--- src/rtl/fetch_align_pkg.sv ---
// Shared definitions for the instruction fetch/align stage.
package fetch_align_pkg;

    localparam logic [31:0] RESET_PC_DEFAULT = 32'hA000_0000;

    // Fetch FSM states
    typedef enum logic {
        FETCH   = 1'b0,
        DISCARD = 1'b1
    } fetch_state_e;

    // One queued instruction halfword
    typedef logic [15:0] hw_t;

    // Decoder step encodings (3 behaves like 2)
    localparam logic [1:0] STEP_NONE = 2'd0;
    localparam logic [1:0] STEP_ONE  = 2'd1;
    localparam logic [1:0] STEP_TWO  = 2'd2;

    // Number of halfwords actually retired for a decoder step value
    function automatic logic [1:0] step_count(input logic [1:0] step);
        logic [1:0] n;
        case (step)
            STEP_NONE: n = STEP_NONE;
            STEP_ONE:  n = STEP_ONE;
            default:   n = STEP_TWO;
        endcase
        return n;
    endfunction

endpackage

--- src/rtl/fetch_align_hw_queue.sv ---
// Halfword circular buffer: up to two pushes and two pops per cycle.
// Exposes the post-edge count and instruction window so the parent can
// register its outputs without a read-after-write bubble.
module hw_queue
    import fetch_align_pkg::*;
#(
    parameter int unsigned QDEPTH = 8
) (
    input  logic                    clk,
    input  logic                    reset,
    input  logic                    flush_i,
    input  logic [1:0]              push_cnt_i,
    input  hw_t                     push_hw0_i,
    input  hw_t                     push_hw1_i,
    input  logic [1:0]              pop_cnt_i,
    output logic [$clog2(QDEPTH):0] count_next_o,
    output logic [31:0]             window_next_o
);

    localparam int unsigned PW = $clog2(QDEPTH);
    localparam int unsigned CW = PW + 1;

    hw_t           mem_q [QDEPTH];
    hw_t           mem_d [QDEPTH];
    logic [PW-1:0] head_q, head_d;
    logic [PW-1:0] tail_q, tail_d;
    logic [CW-1:0] count_q, count_d;

    // Next queue contents, pointers and count; window read from the new contents
    always_comb begin
        mem_d = mem_q;
        if (push_cnt_i != 2'd0) begin
            mem_d[tail_q] = push_hw0_i;
        end
        if (push_cnt_i == 2'd2) begin
            mem_d[tail_q + PW'(1'b1)] = push_hw1_i;
        end
        tail_d = tail_q + PW'(push_cnt_i);
        if (flush_i) begin
            head_d  = tail_q;
            count_d = '0;
        end else begin
            head_d  = head_q + PW'(pop_cnt_i);
            count_d = count_q + CW'(push_cnt_i) - CW'(pop_cnt_i);
        end
        window_next_o = {mem_d[head_d + PW'(1'b1)], mem_d[head_d]};
        count_next_o  = count_d;
    end

    // Queue state registers
    always_ff @(posedge clk or posedge reset) begin
        if (reset) begin
            mem_q   <= '{default: '0};
            head_q  <= '0;
            tail_q  <= '0;
            count_q <= '0;
        end else begin
            assert (count_d <= CW'(QDEPTH));
            mem_q   <= mem_d;
            head_q  <= head_d;
            tail_q  <= tail_d;
            count_q <= count_d;
        end
    end

endmodule

--- src/rtl/fetch_align.sv ---
// Instruction fetch/align stage: fetches aligned words, queues halfwords,
// presents a two-halfword window to the decoder and handles redirects.
module fetch_align
    import fetch_align_pkg::*;
#(
    parameter int unsigned QDEPTH   = 8,
    parameter logic [31:0] RESET_PC = RESET_PC_DEFAULT
) (
    input  logic        clk,
    input  logic        reset,
    output logic [31:0] memAddr,
    output logic        memReq,
    input  logic [31:0] memData,
    input  logic        memOk,
    input  logic [31:0] brPc,
    input  logic        brValid,
    input  logic [1:0]  idStepPc,
    input  logic        idStepEn,
    output logic [31:0] istrWord,
    output logic [31:0] istrPc,
    output logic        istrValid
);

    localparam int unsigned CW = $clog2(QDEPTH) + 1;

    fetch_state_e  state_q, state_d;
    logic [31:0]   fetchPc_q, fetchPc_d;
    logic          dropFirst_q, dropFirst_d;
    logic          memReq_q, memReq_d;
    logic [31:0]   memAddr_q, memAddr_d;
    logic [31:0]   istrPc_q, istrPc_d;
    logic [31:0]   istrWord_q;
    logic          istrValid_q;

    logic          accept;
    logic          pending;
    logic          push_en;
    logic          pop_en;
    logic [1:0]    push_cnt;
    logic [1:0]    pop_cnt;
    hw_t           push_hw0;
    hw_t           push_hw1;
    logic [CW-1:0] count_d;
    logic [31:0]   window_d;

    assign accept  = memReq_q & memOk;
    assign pending = memReq_q & ~memOk;

    // Push/retire decisions and decoder PC; a redirect overrides both
    always_comb begin
        push_en  = accept & (state_q == FETCH) & ~brValid;
        pop_en   = istrValid_q & idStepEn & ~brValid;
        push_cnt = 2'd0;
        if (push_en) begin
            push_cnt = dropFirst_q ? 2'd1 : 2'd2;
        end
        push_hw0 = dropFirst_q ? memData[31:16] : memData[15:0];
        push_hw1 = memData[31:16];
        pop_cnt  = pop_en ? step_count(idStepPc) : STEP_NONE;
        if (brValid) begin
            istrPc_d = brPc & ~32'd1;
        end else begin
            istrPc_d = istrPc_q + {29'd0, pop_cnt, 1'b0};
        end
    end

    hw_queue #(
        .QDEPTH (QDEPTH)
    ) u_queue (
        .clk           (clk),
        .reset         (reset),
        .flush_i       (brValid),
        .push_cnt_i    (push_cnt),
        .push_hw0_i    (push_hw0),
        .push_hw1_i    (push_hw1),
        .pop_cnt_i     (pop_cnt),
        .count_next_o  (count_d),
        .window_next_o (window_d)
    );

    // Next FSM state and fetch address; DISCARD absorbs the stale response
    always_comb begin
        state_d     = state_q;
        fetchPc_d   = fetchPc_q;
        dropFirst_d = dropFirst_q;
        if (brValid) begin
            fetchPc_d   = brPc & ~32'd3;
            dropFirst_d = brPc[1];
            state_d     = pending ? DISCARD : FETCH;
        end else if (accept) begin
            if (state_q == FETCH) begin
                fetchPc_d   = fetchPc_q + 32'd4;
                dropFirst_d = 1'b0;
            end
            state_d = FETCH;
        end
    end

    // Memory request: hold an outstanding one, else issue when two slots are free
    always_comb begin
        memReq_d  = 1'b0;
        memAddr_d = memAddr_q;
        if (pending) begin
            memReq_d = 1'b1;
        end else if ((state_d == FETCH) && ((32'(count_d) + 32'd2) <= QDEPTH)) begin
            memReq_d  = 1'b1;
            memAddr_d = fetchPc_d;
        end
    end

    // State and registered outputs
    always_ff @(posedge clk or posedge reset) begin
        if (reset) begin
            state_q     <= FETCH;
            fetchPc_q   <= RESET_PC;
            dropFirst_q <= 1'b0;
            memReq_q    <= 1'b0;
            memAddr_q   <= RESET_PC;
            istrPc_q    <= RESET_PC;
            istrWord_q  <= '0;
            istrValid_q <= 1'b0;
        end else begin
            state_q     <= state_d;
            fetchPc_q   <= fetchPc_d;
            dropFirst_q <= dropFirst_d;
            memReq_q    <= memReq_d;
            memAddr_q   <= memAddr_d;
            istrPc_q    <= istrPc_d;
            istrWord_q  <= window_d;
            istrValid_q <= (count_d >= CW'(2));
        end
    end

    assign memAddr   = memAddr_q;
    assign memReq    = memReq_q;
    assign istrWord  = istrWord_q;
    assign istrPc    = istrPc_q;
    assign istrValid = istrValid_q;

endmodule
--- config.mk ---
export PLATFORM = sky130hd
export DESIGN_NAME = fetch_align
export DESIGN_NICKNAME = d
export VERILOG_FILES = /design/src/rtl/fetch_align_pkg.sv /design/src/rtl/fetch_align_hw_queue.sv /design/src/rtl/fetch_align.sv
export SDC_FILE = /design/constraint.sdc
export NUM_CORES = 1
export LEC_CHECK = 0
export CORE_MARGIN = 2
export CORE_UTILIZATION = 30
export CTS_BUF_LIST = sky130_fd_sc_hd__clkbuf_4 sky130_fd_sc_hd__clkbuf_8
export DETAILED_ROUTE_END_ITERATION = 10
export GPL_TIMING_DRIVEN = 0
export SLEW_MARGIN = 20
export SYNTH_ARGS = -nofsm -noshare
export SYNTH_HDL_FRONTEND = slang
export SYNTH_SLANG_ARGS = --single-unit
--- constraint.sdc ---
create_clock -name clk -period 14.05 [get_ports clk]
set_clock_uncertainty 0.15 [all_clocks]
set_input_delay 2.1075 -clock clk [delete_from_list [all_inputs] [get_ports clk]]
set_output_delay 2.1075 -clock clk [all_outputs]
set_load 0.01 [all_outputs]
Word-level counts from Yosys, hierarchy flattened
Index checks and enable logic that the tools add are counted.
Widths: inputs -> output; s select.
{ "totals": {"latch_bits": 0, "inputBits": 71, "ff_bits": 270, "ramBits": 0, "output_inout_bits": 98, "romBits": 0, "elab_cells": 95, "mem_count": 0} }
{ "classes": {"shift": 0, "bitwise": 15, "n_reduce_logical": 8, "addsub": 9, "magnitude_cmp": 8, "mux": 33, "div_mod_pow": 0, "multipliers": 0, "n_eq_ne": 3} }
{ "ops": {"columns": ["operator", "n"], "rows": [
  ["$bwmux 128", 2],
  ["$mux 128", 2],
  ["$mux 32", 4],
  ["$mux 16", 7],
  ["$bmux 16 s3", 2],
  ["$demux 16 s3", 2],
  ["$add 32x3->32", 1],
  ["$add 32x3->32 const B", 1],
  ["$ge 4x4->1 const B", 4],
  ["$not 3->4", 4],
  ["$lt 4x1->1 const B", 2],
  ["$mux 1", 8],
  ["$add 3x1->3 const B", 2],
  ["$add 3x2->3", 2],
  ["$and 1x1->1", 6],
  ["$mux 2", 3],
  ["$add 4x2->5 const B", 1],
  ["$le 5x4->1 const B", 1],
  ["$not 1->1", 5],
  ["$add 4x2->4", 1],
  ["$ge 4x2->1 const B", 1],
  ["$mux 4", 1],
  ["$pmux 2 s2", 1],
  ["$reduce_and 2->1", 2],
  ["other kinds (8)", 11]
]} }

Logic depth before layout (Yosys ltp)
Gate-level depths: netlist of the first run.
{ "depth": {"depth_word": 12, "depth_mapped": 19, "depth_no_buf": 15} }

Cells and area by module
Synthesis of the first run repeated with hierarchy kept, for this count alone.
{ "hier_totals": {"hier_cells": 1642, "hier_area_um2": 15198.3} }
{ "by_module_without_submodules": {"columns": ["module", "area_each_um2", "cells_each", "seq_area_each_um2", "instances"], "rows": [
  ["hw_queue", 9093.7, 1107, 3453.3, 1],
  ["fetch_align", 6104.6, 535, 3285.7, 1]
]} }

Least setup slack after synthesis of the first run
No wires, ideal clock.
{ "synth_timing": {"path_type": "input to register", "startpoint": "input port brValid", "endpoint": "register memAddr_q[24], in the netlist memAddr[24]", "arrival_time_ps": 5934, "required_ps": 13772, "path_stages": 18, "slack_ps": 7839, "setup_time_ps": 128, "n_path_buf": 5, "path_cell_list": "buf_4 > buf_2 > clkbuf_1 > clkbuf_1 > nor4b_1 > ha_1 > inv_1 > ha_1 > inv_1 > fa_1 > nor2_1 > ha_1 > and3_1 > o22a_1 > nor3_1 > nor4b_4 > buf_4 > mux2_1"} }
{ "synth_between": {"elab_chain_cells": 10, "word_cells_on_any_way": 15, "cone_classes": "3 x add/sub; 1 x order compare; 5 x mux; 4 x bitwise; 2 x reduce/logical"} }
{ "synth_lines": {"columns": ["element", "line_no", "source"], "rows": [
  ["from (decl)", "fetch_align.sv:16", "input logic brValid,"],
  ["$not 1->1", "fetch_align.sv:51, fetch_align.sv:52", null],
  ["$and 1x1->1", "fetch_align.sv:51", "push_en = accept & (state_q == FETCH) & ~brValid;"],
  ["$mux 2", "fetch_align.sv:54", "if (push_en) begin"],
  ["$add 4x2->4", "fetch_align_hw_queue.sv:44", "count_d = count_q + CW'(push_cnt_i) - CW'(pop_cnt_i);"],
  ["$sub 4x2->4", "fetch_align_hw_queue.sv:44", null],
  ["$mux 4 *", "fetch_align_hw_queue.sv:39", "if (flush_i) begin"],
  ["net count_d[1]", "fetch_align.sv:43", "logic [CW-1:0] count_d;"],
  ["$add 4x2->5 *", "fetch_align.sv:105", "end else if ((state_d == FETCH) && ((32'(count_d) + 32'd2) <= QDEPTH)) begin"],
  ["$le 5x4->1 *", "fetch_align.sv:105", null],
  ["$logic_and 1x1->1 *", "fetch_align.sv:105", null],
  ["$reduce_and 2->1 (no line) *", null, null],
  ["to (signal assigned)", "fetch_align.sv:127", "memAddr_q <= memAddr_d;"],
  ["to (decl)", "fetch_align.sv:30", "logic [31:0] memAddr_q, memAddr_d;"]
]} }
Mark *: on every way through the listed nets, which the timed path passes. The rest lies on a longest branch.
A chain may end at the register's enable or synchronous reset.

Worst setup path in the final report of the first run
{ "layout_timing": {"startpoint": "input port brValid", "endpoint": "register istrWord_q[27], in the netlist istrWord[27]"} }
{ "layout_between": {"elab_chain_cells": 10, "word_cells_on_any_way": 17, "cone_classes": "2 x add/sub; 1 x eq/ne; 9 x mux; 4 x bitwise; 1 x reduce/logical"} }
{ "layout_lines": {"columns": ["element", "line_no", "source"], "rows": [
  ["$not 1->1", "fetch_align.sv:52", "pop_en = istrValid_q & idStepEn & ~brValid;"],
  ["$and 1x1->1", "fetch_align.sv:52", null],
  ["$mux 2", "fetch_align.sv:59", "pop_cnt = pop_en ? step_count(idStepPc) : STEP_NONE;"],
  ["$add 3x2->3", "fetch_align_hw_queue.sv:43", "head_d = head_q + PW'(pop_cnt_i);"],
  ["$mux 3 *", "fetch_align_hw_queue.sv:39", null],
  ["net u_queue.head_d[0]", "fetch_align_hw_queue.sv:25", "logic [PW-1:0] head_q, head_d;"],
  ["$add 3x1->3 *", "fetch_align_hw_queue.sv:46", "window_next_o = {mem_d[head_d + PW'(1'b1)], mem_d[head_d]};"],
  ["$not 3->4 (implied by the code) *", "fetch_align_hw_queue.sv:46", null],
  ["$bmux 16 s3 *", "fetch_align_hw_queue.sv:46", null],
  ["$mux 16 (implied by the code) * (2 in a row)", "fetch_align_hw_queue.sv:46", null],
  ["net u_queue.window_next_o[27]", "fetch_align_hw_queue.sv:17", "output logic [31:0] window_next_o"],
  ["to (signal assigned)", "fetch_align.sv:129", "istrWord_q <= window_d;"],
  ["to (decl)", "fetch_align.sv:32", "logic [31:0] istrWord_q;"]
]} }
Mark *: on every way through the listed nets, which the timed path passes. The rest lies on a longest branch. The select of a mux whose other input is x is not followed.

==> results.sh, run 1 <==
export IMPL_grt_max_degree=96
export IMPL_status="completed"
export IMPL_routed_wl_um=65500
export IMPL_period_needed_ns=8.19
export IMPL_slowest_delay_ns=0.97
export IMPL_dpl_cell_area_um2=17700
export IMPL_drt_wirelength_per_cell_um=25.6
export IMPL_max_freq_mhz=122
export IMPL_setup_tns_ns=0
export IMPL_synth_adder_area_share_pct=1.62
export IMPL_hpwl_um=44900
export IMPL_cp_data_arrival_time_ns=8.61
export IMPL_drive_gt1_share_pct=15.1
export IMPL_synth_xor_area_share_pct=3.94
export IMPL_gp_congestion=1.00
export IMPL_finalCritPeriodShare_pct=58.3
export IMPL_stdcell_area_um2=18900
export IMPL_dieArea_um2=52800
export IMPL_crit_chain="buf_4 > buf_2 > clkbuf_1 > clkbuf_1 > nor4b_1 > ha_1 > mux2i_1 > inv_1 > clkbuf_1 > clkbuf_1 > ha_1 > clkbuf_1 > nor2_1 > clkbuf_1 > o211ai_1 > nand4_1"
export IMPL_synth_area_um2=15300
export IMPL_cts_tree="done"
export IMPL_crit_required_ns=14.46
export IMPL_via_count=14800
export IMPL_synthDistinctLibCells=75
export IMPL_powerDensity_nw_per_um2=232
export IMPL_min_path_type="flip-flop to flip-flop"
export IMPL_p_sw_share_pct=44.9
export IMPL_row_count=82
export IMPL_power_frac_seq_pct=27.7
export IMPL_die_x_um=230
export IMPL_ir_worst_vdd_mv=0.0980
export IMPL_grt_ovfl_total=0
export IMPL_worst_pin_slew_ns=1.16
export IMPL_cts_sinks=269
export IMPL_path_clk_slew_ns=0.07
export IMPL_ant_nets=0
export IMPL_post_cts_setup_buffer_count=0
export IMPL_finalSetupViolations=0
export IMPL_setup_slack_ns=5.86
export IMPL_async_flop_share_pct=100
export IMPL_grt_first_pass_wirelength_um=96700
export IMPL_crit_path_start_kind="input port"
export IMPL_min_to="memAddr[0]$_DFFE_PP0P_"
export IMPL_max_slew_margin_pct=20.6
export IMPL_drt_iter0_drc=1906
export IMPL_reg2reg_to="istrWord[27]$_DFF_PP0_"
export IMPL_cap_violations=0
export IMPL_seq_area_frac_synth_pct=44.0
export IMPL_grt_pass1_vias=15000
export IMPL_pwr_share_comb_pct=50.6
export IMPL_ioPinCount=169
export IMPL_cts_max_level=2
export IMPL_p_sw_mw=1.97
export IMPL_syn_to_final_growth_pct=23.7
export IMPL_syn_num_nets=1729
export IMPL_synth_top_family_by_area="simple AND/OR/NAND/NOR gates"
export IMPL_cts_made_buffers=50
export IMPL_cp_common_cell="clkbuf_1"
export IMPL_fin_util_pct=37.7
export IMPL_report_final_slew_viol_count=0
export IMPL_yosys_area_share_simple_pct=21.0
export IMPL_synth_main_ff_cell="dfrtp_1"
export IMPL_slowest_stage="nor4b_1"
export IMPL_path_max_fanout=11
export IMPL_viasPerCell=5.79
export IMPL_die_y_um=230
export IMPL_p_clk_share_pct=21.7
export IMPL_synth_edf_count=0
export IMPL_route_detailed_drc=0
export IMPL_critPathCaptureType="flip-flop"
export IMPL_io_buffer_count=149
export IMPL_syn_area_per_cell_um2=9.33
export IMPL_clock_latency_ns=0.67
export IMPL_instances_no_fill=2558
export IMPL_place_inst=2463
export IMPL_cts_repair_resized=0
export IMPL_r2r_slack_ns=7.94
export IMPL_synth_compound_area_share_pct=17.4
export IMPL_timing_critical_path_buf_inv=9
export IMPL_start_util_pct=30.4
export IMPL_dp_slack_ns=5.63
export IMPL_intPower_mw=2.42
export IMPL_antenna_found_initial=5
export IMPL_ys_ff_latch=269
export IMPL_hold_path_depth=1
export IMPL_drtPass1Iterations=6
export IMPL_cts_buffer_depth=3
export IMPL_synthMuxAreaShare_pct=6.64
export IMPL_regToRegStartpoint="istrValid$_DFF_PP0_"
export IMPL_fp_coreArea_um2=50300
export IMPL_p_leak_nw=7.54
export IMPL_ys_warn_count=0
export IMPL_rsz0062_at_grt="false"
export IMPL_r2r_cells=13
export IMPL_finalHoldViolCount=0
export IMPL_hold_path_startpoint="memAddr[0]$_DFFE_PP0P_"
export IMPL_syn_inst=1640
export IMPL_cpLargestDelayFamily="buffers and inverters"
export IMPL_final_net_count=1932
export IMPL_worst_setup_path_type="input port to flip-flop"
export IMPL_postCtsHoldBufs=0
export IMPL_clk_root_buffer_cell="clkbuf_8"
export IMPL_grt_total_usage_pct=24.4
layout make-up:
cell class | instances | area (µm²)
sequential | 269 | 6740
timing repair buffer | 151 | 1550
tap | 672 | 841
fill | 5107 | 31300
buffer | 145 | 712
inverter | 26 | 105
clock buffer | 73 | 936
multi-input combinational | 1200 | 7750
antenna | 2 | 5.00
clock inverter | 20 | 295
synthesized netlist by cell type (23+ instances only):
master | instances | area, µm²
mux2_2 | 61 | 687
nor2_1 | 32 | 120
nand4_1 | 46 | 288
nand3_1 | 243 | 1220
dfrtp_1 | 263 | 6580
inv_1 | 25 | 93.8
clkbuf_1 | 67 | 251
buf_2 | 49 | 245
o211ai_1 | 159 | 1190
o21ai_0 | 127 | 636
xor2_1 | 31 | 272
xnor2_1 | 31 | 272
o211ai_2 | 23 | 288
nand2_1 | 215 | 807
cell families (layout without fill, tap and decap cells):
logic type / Yosys count / after routing
DFF: 269 / 269
other: 1 / 3
AOI/OAI and AO/OA: 391 / 391
xor gates and xnor gates: 65 / 65
and+or+nand+nor: 633 / 633
muxes: 92 / 92
buffers and inverters: 171 / 415
adders and majority gates: 18 / 18
layout by cell type, fill, tap and decap left out, types with 16 or more instances in the layout:
| cell type | netlist | routed |
|---|---|---|
| a21oi_1 | 18 | 18 |
| buf_2 | 49 | 49 |
| buf_4 | 16 | 16 |
| clkbuf_1 | 67 | 67 |
| clkbuf_8 | 0 | 62 |
| clkdlybuf4s50_1 | 0 | 149 |
| dfrtp_1 | 263 | 263 |
| inv_1 | 25 | 24 |
| mux2_2 | 61 | 61 |
| mux2i_1 | 22 | 22 |
| nand2_1 | 215 | 215 |
| nand3_1 | 243 | 243 |
| nand4_1 | 46 | 46 |
| nor2_1 | 32 | 32 |
| o211ai_1 | 159 | 159 |
| o211ai_2 | 23 | 23 |
| o21ai_0 | 127 | 127 |
| o21ai_1 | 22 | 22 |
| xnor2_1 | 31 | 31 |
| xor2_1 | 31 | 31 |
worst register-to-register path, stage by stage, from the launching register on:
cell and delay, ns:
dfrtp_1 0.41, nand2_1 0.07, nor4b_1 0.87, ha_1 0.24
mux2i_1 0.20, inv_1 0.14, clkbuf_1 0.62, clkbuf_1 0.85
ha_1 0.41, clkbuf_1 0.39, nor2_1 0.40, clkbuf_1 0.76
o211ai_1 0.27, nand4_1 0.25
through the flow:
| stage | total power [mW] | hold WS [ns] |
|---|---|---|
| after global placement | 3.35 | 0.321 |
| after CTS | 4.33 | 0.346 |
| after detailed placement | 3.37 | 0.332 |
| after floorplan | 2.46 | 0.322 |
| after global routing | 4.58 | 0.355 |
| final | 4.39 | 0.340 |
flip-flops by register name, indices dropped and copies added (netlist names), 3 cells and up:
signal,flops
u_queue.tail_q,3
istrPc,31
istrWord,32
u_queue.head_q,3
memAddr,32
fetchPc_q,32
u_queue.count_q,4
u_queue.mem_q,128
power groups by stage:
stage                     Sequential, mW  Clock, mW  Combinational, mW
after floorplan                     1.25          0               1.21
after global placement              1.22          0               2.13
after detailed placement            1.22          0               2.15
after CTS                           1.21      0.962               2.15
after global routing                1.25      0.995               2.34
final                               1.22      0.950               2.22
how the worst max path moves through the flow:
stage                                          to     from  cells past startpoint
after floorplan           dropFirst_q$_DFFE_PP0P_    reset                      1
after global placement     istrWord[11]$_DFF_PP0_    reset                      2
after detailed placement   istrWord[27]$_DFF_PP0_  brValid                     16
after CTS                  istrWord[27]$_DFF_PP0_  brValid                     16
after global routing       istrWord[29]$_DFF_PP0_  brValid                     16
final                      istrWord[27]$_DFF_PP0_  brValid                     16
metal layers:
layer / vias up / share of wire (%) / track usage (%)
li1: 6433 / - / -
met5: - / 0.099 / 0
met4: 8 / 4.8 / 11.6
met3: 208 / 12 / 8.63
met2: 975 / 43 / 36.7
met1: 7185 / 40 / 31.3
Note: power is estimated with default switching activity, not from simulation.
==> run 2: changes to the inputs <==
clock period = 6.94 ns   (was 14.05 ns; I/O delays follow)
==> results.sh, run 2 (synthesis results as in run 1) <==
export IMPL_status="completed"
export IMPL_cp_common_cell="clkbuf_1"
export IMPL_grt_total_usage_pct=24.2
export IMPL_setup_slack_ns=0.183
export IMPL_final_net_count=1939
export IMPL_cts_tree="done"
export IMPL_timing_critical_path_buf_inv=9
export IMPL_max_freq_mhz=148
export IMPL_finalSetupViolations=0
export IMPL_ant_nets=0
export IMPL_num_antenna_cells=0
export IMPL_viasPerCell=5.80
export IMPL_dp_slack_ns=-0.504
export IMPL_max_slew_margin_pct=22.9
export IMPL_antenna_found_initial=5
export IMPL_worst_pin_slew_ns=1.16
export IMPL_regArea_um2=6740
export IMPL_grt_first_pass_wirelength_um=95800
export IMPL_cts_max_level=2
export IMPL_fp_coreArea_um2=50300
export IMPL_powerDensity_nw_per_um2=457
export IMPL_path_clk_slew_ns=0.06
export IMPL_n_fill_cell=5043
export IMPL_period_needed_ns=6.76
export IMPL_cap_violations=0
export IMPL_finalCritPeriodShare_pct=97.4
export IMPL_syn_to_final_growth_pct=23.4
export IMPL_post_cts_setup_buffer_count=0
export IMPL_holdWs_ns=0.338
export IMPL_drtPass1Iterations=6
export IMPL_clock_latency_ns=0.65
export IMPL_cpLargestDelayFamily="buffers and inverters"
export IMPL_instances_no_fill=2561
export IMPL_cts_made_buffers=50
export IMPL_start_util_pct=30.4
export IMPL_crit_chain="buf_4 > buf_2 > clkbuf_1 > clkbuf_1 > nor4b_2 > ha_1 > mux2i_1 > inv_1 > clkbuf_1 > clkbuf_1 > ha_1 > clkbuf_1 > nor2_1 > clkbuf_1 > o211ai_1 > nand4_1"
export IMPL_drive_gt1_share_pct=15.4
export IMPL_via_count=14900
export IMPL_finalHoldViolCount=0
export IMPL_hpwl_um=45200
export IMPL_route_detailed_drc=0
export IMPL_min_path_type="flip-flop to flip-flop"
export IMPL_ioPinCount=169
export IMPL_grt_ovfl_total=0
export IMPL_postCtsHoldBufs=0
export IMPL_rsz0062_at_grt="false"
export IMPL_crit_path_start_kind="input port"
export IMPL_slowest_stage="clkbuf_1"
export IMPL_drt_iter0_drc=1584
export IMPL_crit_required_ns=7.34
export IMPL_grt_max_degree=33
export IMPL_layout_common_cells="dfrtp_1, nand3_1, nand2_1"
export IMPL_routed_wl_um=65200
export IMPL_layout_commonest_cell="dfrtp_1"
export IMPL_clk_root_buffer_cell="clkbuf_8"
export IMPL_worst_setup_path_type="input port to flip-flop"
export IMPL_fin_util_pct=37.6
export IMPL_slowest_delay_ns=0.81
export IMPL_io_buffer_count=149
export IMPL_cts_buffer_depth=3
export IMPL_drt_wirelength_per_cell_um=25.5
export IMPL_critPathCaptureType="flip-flop"
export IMPL_cts_repair_resized=0
export IMPL_multi_input_area_um2=7760
export IMPL_gp_congestion=0.990
export IMPL_path_max_fanout=11
export IMPL_grt_pass1_vias=14900
export IMPL_ir_worst_vdd_mv=0.202
export IMPL_cts_sinks=269
export IMPL_setup_tns_ns=0
export IMPL_die_x_um=230
export IMPL_report_final_slew_viol_count=0
export IMPL_row_count=82
export IMPL_die_y_um=230
export IMPL_place_inst=2470
export IMPL_largest_register="u_queue.mem_q"
export IMPL_dieArea_um2=52800
export IMPL_cp_data_arrival_time_ns=7.16
export IMPL_p_leak_nw=7.50
export IMPL_largest_register_ffs=128
[run 2: cell count changes in the layout (fill, tap and decap cells not counted)]
cell,before,now
clkinv_4,1,0
inv_8,3,0
clkbuf_8,62,61
clkinv_2,9,4
bufinv_16,7,0
clkinvlp_4,0,4
diode_2,2,0
nor4b_1,1,0
buf_12,0,9
clkbuf_4,11,22
nor4b_2,0,1
buf_16,2,0
[run 2: worst paths after layout]
check                                               to                    from  cells after the start  slack (ns)
max                             istrWord[29]$_DFF_PP0_                 brValid                     16        0.18
min                             memAddr[0]$_DFFE_PP0P_  memAddr[0]$_DFFE_PP0P_                      1        0.34
min in group asynchronous       fetchPc_q[1]$_DFF_PP0_                   reset                      2        0.66
max in group asynchronous  u_queue.mem_q[57]$_DFF_PP0_                   reset                      6        4.74
max reg2reg                     istrWord[29]$_DFF_PP0_     istrValid$_DFF_PP0_                     13        1.24
min reg2reg                     memAddr[0]$_DFFE_PP0P_  memAddr[0]$_DFFE_PP0P_                      1        0.34
[run 2: per-stage QoR]
stage	cell area, µm²	power, mW
2_1_floorplan	15300	4.98
3_3_place_gp	17600	6.76
3_5_place_dp	17800	6.81
4_1_cts	18900	8.49
5_1_grt	18900	9.01
6_report	18900	8.62
[run 2: per-layer routing]
layer / vias to the layer above / routed length [µm] / part of all wire, % / global-route usage, %
met4: 8 / 3700 / 5.7 / 12.8
met5: - / 46 / 0.071 / 0
met3: 234 / 8610 / 13 / 9.42
met2: 967 / 27600 / 42 / 36.0
li1: 6445 / - / - / -
met1: 7211 / 25200 / 39 / 30.2
[run 2: layout make-up]
cell class	instances	share of cell area, %
Timing Repair Buffer	158	8.85
Tap cell	672	4.45
Buffer	145	3.77
Clock buffer	83	5.32
Sequential cell	269	35.7
Multi-Input combinational cell	1200	41.1
Clock inverter	8	0.272
Inverter	26	0.537
[run 2: power by group]
part	internal, mW	switching (mW)	total, mW	leakage, nW
combinational	1.56	2.95	4.51	3.69
clock	0.911	0.746	1.66	0.560
sequential	2.21	0.252	2.46	3.25
